$ cat src/rtl/prio_pkg.sv
// Shared definitions for the registered priority encoder: state encoding,
// default priority direction and a constant-foldable ceil(log2) helper.
package prio_pkg;

    typedef enum logic {
        IDLE    = 1'b0,
        PRESENT = 1'b1
    } state_e;

    localparam int LOW_FIRST_DEFAULT = 1;

    function automatic int clog2(input int value);
        int r;
        r = 0;
        for (int i = 0; i < 31; i++) begin
            if ((1 << i) < value) begin
                r = i + 1;
            end
        end
        return r;
    endfunction

endpackage

$ cat src/rtl/prio_sel.sv
// Combinational priority selector: returns the winning index of vec and
// whether any bit is set; LOW_FIRST picks the direction of priority.
module prio_sel #(
    parameter int WIDTH     = 8,
    parameter int LOW_FIRST = 1,
    parameter int IDX_W     = 3
) (
    input  logic [WIDTH-1:0] vec,
    output logic [IDX_W-1:0] idx,
    output logic             any
);

    // Last match in loop order wins, so the scan runs from lowest toward
    // highest priority.
    always_comb begin
        // NOTE: every output gets a default first so no path through the
        // loop can leave it unassigned and infer a latch.
        idx = '0;
        any = |vec;
        if (LOW_FIRST != 0) begin
            for (int i = WIDTH - 1; i >= 0; i--) begin
                if (vec[i]) begin
                    idx = IDX_W'(i);
                end
            end
        end else begin
            for (int i = 0; i < WIDTH; i++) begin
                if (vec[i]) begin
                    idx = IDX_W'(i);
                end
            end
        end
    end

endmodule

$ cat src/rtl/prio_encoder_n.sv
// Registered priority encoder: requests latch into a pending vector and are
// presented one index at a time over a valid/ready handshake.
module prio_encoder_n
    import prio_pkg::*;
#(
    parameter int WIDTH     = 8,
    parameter int LOW_FIRST = LOW_FIRST_DEFAULT,
    localparam int IDX_W    = clog2(WIDTH)
) (
    input  logic             clk,
    input  logic             rst_n,
    input  logic             en,
    input  logic [WIDTH-1:0] in,
    output logic [IDX_W-1:0] out,
    output logic             out_valid,
    input  logic             out_ready,
    output logic [WIDTH-1:0] pending,
    output logic             coalesce
);

    localparam logic [WIDTH-1:0] ONE = {{(WIDTH-1){1'b0}}, 1'b1};

    state_e           state_q, state_d;
    logic [WIDTH-1:0] pending_q, pending_d;
    logic [IDX_W-1:0] out_q, out_d;
    logic             out_valid_q, out_valid_d;
    logic             coalesce_q, coalesce_d;

    logic             handshake;
    logic [WIDTH-1:0] set_vec, clr_vec, sel_vec;
    logic [IDX_W-1:0] sel_idx;
    logic             sel_any;

    assign handshake = out_valid_q & out_ready;
    assign set_vec   = in & {WIDTH{en}};
    assign clr_vec   = handshake ? (ONE << out_q) : '0;
    // Arrivals at this edge are excluded so the next pick only sees
    // requests that were already pending.
    assign sel_vec   = pending_q & ~clr_vec;

    prio_sel #(
        .WIDTH    (WIDTH),
        .LOW_FIRST(LOW_FIRST),
        .IDX_W    (IDX_W)
    ) u_sel (
        .vec(sel_vec),
        .idx(sel_idx),
        .any(sel_any)
    );

    always_ff @(posedge clk or negedge rst_n) begin
        // NOTE: state flops use non-blocking assignments so every flop
        // samples the pre-edge values regardless of statement order.
        if (!rst_n) begin
            state_q     <= IDLE;
            pending_q   <= '0;
            out_q       <= '0;
            out_valid_q <= 1'b0;
            coalesce_q  <= 1'b0;
        end else begin
            state_q     <= state_d;
            pending_q   <= pending_d;
            out_q       <= out_d;
            out_valid_q <= out_valid_d;
            coalesce_q  <= coalesce_d;
        end
    end

    always_comb begin
        state_d = state_q;
        case (state_q)
            IDLE:    if (sel_any) state_d = PRESENT;
            PRESENT: if (handshake && !sel_any) state_d = IDLE;
            default: state_d = IDLE;
        endcase
    end

    always_comb begin
        // Set wins over clear for a bit requested and served at one edge.
        pending_d   = (pending_q & ~clr_vec) | set_vec;
        coalesce_d  = |(set_vec & pending_q & ~clr_vec);
        out_valid_d = (state_d == PRESENT);
        out_d       = out_q;
        if (state_d == IDLE) begin
            out_d = '0;
        end else if (state_q == IDLE || handshake) begin
            out_d = sel_idx;
        end
    end

    assign out       = out_q;
    assign out_valid = out_valid_q;
    assign pending   = pending_q;
    assign coalesce  = coalesce_q;

endmodule
$ cat config.mk
export PLATFORM = sky130hd
export DESIGN_NAME = prio_encoder_n
export DESIGN_NICKNAME = d
export VERILOG_FILES = /design/src/rtl/prio_pkg.sv /design/src/rtl/prio_sel.sv /design/src/rtl/prio_encoder_n.sv
export SDC_FILE = /design/constraint.sdc
export NUM_CORES = 1
export LEC_CHECK = 0
export ABC_CLOCK_PERIOD_IN_PS = 4100
export CAP_MARGIN = 10
export CORE_UTILIZATION = 44
export DETAILED_ROUTE_END_ITERATION = 12
export GPL_TIMING_DRIVEN = 0
export HOLD_SLACK_MARGIN = 0.08
export PLACE_DENSITY = 0.86
export RECOVER_POWER = 25
export SYNTH_ARGS = -nofsm -noshare
export SYNTH_HDL_FRONTEND = slang
export SYNTH_SLANG_ARGS = --single-unit
$ cat constraint.sdc
create_clock -name clk -period 4.1 [get_ports clk]
set_clock_uncertainty 0.05 [all_clocks]
set_input_delay 0.82 -clock clk [delete_from_list [all_inputs] [get_ports clk]]
set_output_delay 0.82 -clock clk [all_outputs]
set_load 0.01 [all_outputs]
Yosys cells after proc, flatten, opt, wreduce, memory -nomap -nowiden. Index checks and enable logic that the tools add are counted.

Register bits after elaboration: 13. Input bits: 12.

Reductions and logical operators: 5. Shift-type cells: 1. Equal/unequal tests: 1. Bitwise logic cells: 8. Muxes and demuxes: 14.

Operators by type and width (number): 8-bit bitwise AND (4); 3-bit 2-to-1 mux (10); 8-bit OR reduction (2); 8-bit 2-to-1 mux (1); 8-bit inverter (1); 8-bit bitwise OR (1); 1-bit by 3-bit left shift with 8-bit output, first input constant (1); 1-bit 2-to-1 mux (2); 2-bit by 1-bit != test with 1-bit output, second input constant (1); 1-bit case mux with 2 select lines (1); 1-bit bitwise AND (1); 1-bit logical AND (1); 1-bit logical NOT (1); 1-bit logical OR (1); 1-bit inverter (1).

Logic depth before layout (Yosys ltp).
Word-level depth: 14. Depth in mapped cells: 5. Gate-level depth less buffers: 5.

Hierarchy. A second synthesis with hierarchy kept.

Cell total of the unflattened synthesis: 74. Area total of the unflattened synthesis: 726.9 sq um.

By module, submodules not included: prio_encoder_n (area an instance 645.6 sq um, cells each 61, instances 1); prio_sel (area an instance 81.3 sq um, cells each 13, instances 1).

Worst setup path after synthesis. No wires, ideal clock.

Path kind: in2reg. Start: in out_ready. End: reg coalesce_q (netlist: coalesce). Data arrival time: 1.749 ns. Cell stages on the path: 5. Slack: 2.169 ns. Path buffers: 0. Setup time: 0.131 ns. Path through: nand3_1 -> o21ai_0 -> o22ai_1 -> a221oi_1 -> a31oi_1.

Word-level cells in the longest chain between the ends: 5.

RTL lines: start: declaration (line prio_encoder_n.sv:16) `input logic out_ready,`; 1-bit bitwise AND (line prio_encoder_n.sv:34) `assign handshake = out_valid_q & out_ready;`; 8-bit 2-to-1 mux (line prio_encoder_n.sv:36) `assign clr_vec = handshake ? (ONE << out_q) : '0;`; 8-bit inverter (line prio_encoder_n.sv:81) `coalesce_d = |(set_vec & pending_q & ~clr_vec);`; 8-bit bitwise AND (line prio_encoder_n.sv:81); 8-bit OR reduction (line prio_encoder_n.sv:81); net coalesce_d (line prio_encoder_n.sv:27) `logic coalesce_q, coalesce_d;`; end signal: assignment (line prio_encoder_n.sv:65) `coalesce_q <= coalesce_d;`; end: declaration (line prio_encoder_n.sv:27).

The timed path passes the listed nets, and every way through them passes these cells. A chain may end at the register's enable or synchronous reset.

Worst setup path in the final report.
Start: in out_ready. End: reg out_valid_q (netlist: out_valid).

Word-level cells in the longest chain between the ends: 9.

RTL lines: 1-bit bitwise AND (*) (line prio_encoder_n.sv:34); 8-bit 2-to-1 mux (line prio_encoder_n.sv:36); 8-bit inverter (line prio_encoder_n.sv:39) `assign sel_vec = pending_q & ~clr_vec;`; 8-bit bitwise AND (line prio_encoder_n.sv:39); 8-bit OR reduction (line prio_sel.sv:19) `any = |vec;`; 1-bit logical NOT (line prio_encoder_n.sv:73) `PRESENT: if (handshake && !sel_any) state_d = IDLE;`; 1-bit logical AND (line prio_encoder_n.sv:73); 1-bit 2-to-1 mux (line prio_encoder_n.sv:73); 1-bit case mux with 2 select lines (*) (line prio_encoder_n.sv:71) `case (state_q)`; net out_valid_d (line prio_encoder_n.sv:26) `logic out_valid_q, out_valid_d;`; end signal: assignment (line prio_encoder_n.sv:64) `out_valid_q <= out_valid_d;`; end: declaration (line prio_encoder_n.sv:26).

Mark *: on every way through the listed nets, which the timed path passes. The rest lies on a longest branch.

==> reports/qor.csv <==
metric,value,unit
arrival time worst endpoint,2.55,ns
clock power share,0.168,
synthesized area,642,sq um
total gr overflow,0,
warnings from Yosys,0,
clk slew on worst S/H paths,0.07,ns
Hold WC Path Type,reg -> reg,
die area,1620,sq um
Syn Area/Cell,9.17,sq um
number of global-route vias before repair,564,
status,"finished, final reports clean",
total negative slack,0,ns
first-pass GRT wire length,2480,um
pwr/cell area,504,nW/um^2
Post-Synthesis Cells,70,
"FF+latch count, synth",13,
min Tclk post-route,2.44,ns
Reg2Reg Setup Slack,2.20,ns
clock latency on the worst-skew pair,0.28,ns
prevailing post-synth register cell,dfrtp_1,
HPWL Detailed,1180,um
dominant cell type by area after synthesis,dfrtp_1,
Residual DRC,0,
Worst R2R Path Depth,4,
Register Area,325,sq um
final worst slack,1.66,ns
DP Cell Count,109,
TritonCTS Sinks,13,
Initial DRC Count,21,
Synth async-reset ratio,1.00,
core area,1330,sq um
Net Switching,0.170,mW
GR Layer Usage met2,0.383,
post-DR vias/cell,5.80,
initial core utilization,0.481,
nets,111,
Finished Core Util,0.695,
Placer Congestion,0.839,
CTS buffer count,3,
Slew HR,0.613,
CTS tree,yes,
worst setup path end,out_valid$_DFF_PN0_,
number of synthesized flops with an enable pin,0,
Final ANT Viol Nets,0,
crit path from,out_ready,
Comb power frac,0.423,
routed wire length per instance,14.5,um
final setup violating endpoints,0,
final WL,1640,um
Clock Tree Buf Depth,2,
Pre-Repair DR Iteration Count,4,
share of cells above drive strength 1,0.0408,
RSZ-0062 raised after global routing,false,
critical path type,in -> reg,
CP Capture Type,register,
R2R Path End,out_valid$_DFF_PN0_,
grt peak-use layer,met2,
Fin. Hold Viols,0,
Final Cycle Share,0.596,
Synthesized Nets,82,
pin slew with the least headroom to its limit,0.578,ns
sequential-to-total area share from yosys stat,0.507,
number of top-level pins,25,
"top cells by area, synth","dfrtp_1, o21ai_0, nand2_1",
Syn-to-layout area delta,44.4,%
switching share of power,0.365,
multi-input logic area,298,sq um
sequential share of power,0.408,
Die Span X,40.2,um
max cap viols,0,
maximum vdd drop,264,uV
Core Rows,13,
H-tree Lvls,1,
RR Startpoint,out[2]$_DFFE_PN0P_,
Die Span Y,40.2,um
PortBufs,24,
Yosys cell types,26,
setup bufs post-CTS,0,
"Slew Viols, Final",0,
Fill cells,114,
fmax,409,MHz
"leading cell types in the layout, fill and taps excluded","clkdlybuf4s50_1, dfrtp_1, nand2_1",
Leakage,0.357,nW
pin count of the biggest net entering global routing,14,
Int Power,0.297,mW
CTS resizes,0,
M1 GR Usage,0.297,
"critical path fanouts, max",5,
met3 global-route usage,0.0889,
vias,655,
hold_buf cts,0,
diode count,0,
GRT Resource Usage Total,0.254,
"leading cell type in the layout, fill and taps excluded",clkdlybuf4s50_1,
post-synth top area share,0.507,
initial antenna violation count,0,
Root Driver,clkbuf_4,
worst slack at placement,1.39,ns
crit path launch type,primary input,
final cell count without fillers,113,
worst path required time,4.21,ns
-- registers in the layout, summed over array words and instances, names as in the netlist --
name	count
out	3
pending	8
coalesce	1
out_valid	1
-- stage by stage --
stage / power [mW] / hold WS (ns) / instance area, sq um
finish: 0.467 / 0.508 / 927
CTS: 0.469 / 0.513 / 927
global route: 0.501 / 0.562 / 927
floorplan: 0.286 / 0.474 / 642
global placement: 0.381 / 0.489 / 901
detailed placement: 0.387 / 0.496 / 901
-- Yosys cell counts (2+ instances only) --
cell	count
nand2_1	12
o31ai_1	2
o21a_1	3
inv_1	5
nand3_1	2
a21oi_1	2
dfrtp_1	13
o21ai_0	11
nor2_1	3
-- logic make-up (layout without fill, tap and decap cells) --
logic type,count (synthesis),after routing,share of synthesized area
AOI/OAI and AO/OA,28,28,0.285
buffers and inverters,5,33,0.0292
and+or+nand+nor,24,24,0.179
DFF,13,13,0.507
-- layer usage --
layer  wire (um)  up-vias
met3          92        5
met5           0        -
met2         812       22
li1            -      316
met1         697      312
met4          42        0
-- critical path, stage by stage --
cell             delay [ns]
clkdlybuf4s50_1        0.50
nand3b_1               0.20
o21ai_0                0.47
nand2_1                0.16
or3_1                  0.39
-- final cells by class --
cell class | instances | area share
Sequential cell | 13 | 0.351
Multi-Input combinational cell | 52 | 0.321
Timing Repair Buffer | 24 | 0.259
Clock buffer | 4 | 0.0283
Inverter | 5 | 0.0202
Tap cell | 15 | 0.0202
-- power by group through the flow --
stage                     Sequential, mW  Clock, mW  Combinational (mW)
after floorplan                    0.202          0              0.0840
after global placement             0.192          0               0.188
after detailed placement           0.192          0               0.195
after CTS                          0.190     0.0810               0.198
after global routing               0.195     0.0880               0.219
final                              0.191     0.0786               0.198
-- worst min-delay path by stage --
stage	slack, ns	endpoint	cells past startpoint	start
2_1_floorplan	0.47	coalesce$_DFF_PN0_	0	rst_n
3_3_place_gp	0.49	pending[1]$_DFF_PN0_	2	pending[1]$_DFF_PN0_
3_5_place_dp	0.50	pending[1]$_DFF_PN0_	2	pending[1]$_DFF_PN0_
4_1_cts	0.51	pending[1]$_DFF_PN0_	2	pending[1]$_DFF_PN0_
5_1_grt	0.56	pending[5]$_DFF_PN0_	2	pending[5]$_DFF_PN0_
6_report	0.51	pending[1]$_DFF_PN0_	2	pending[1]$_DFF_PN0_
(Power assumes the default switching activity.)
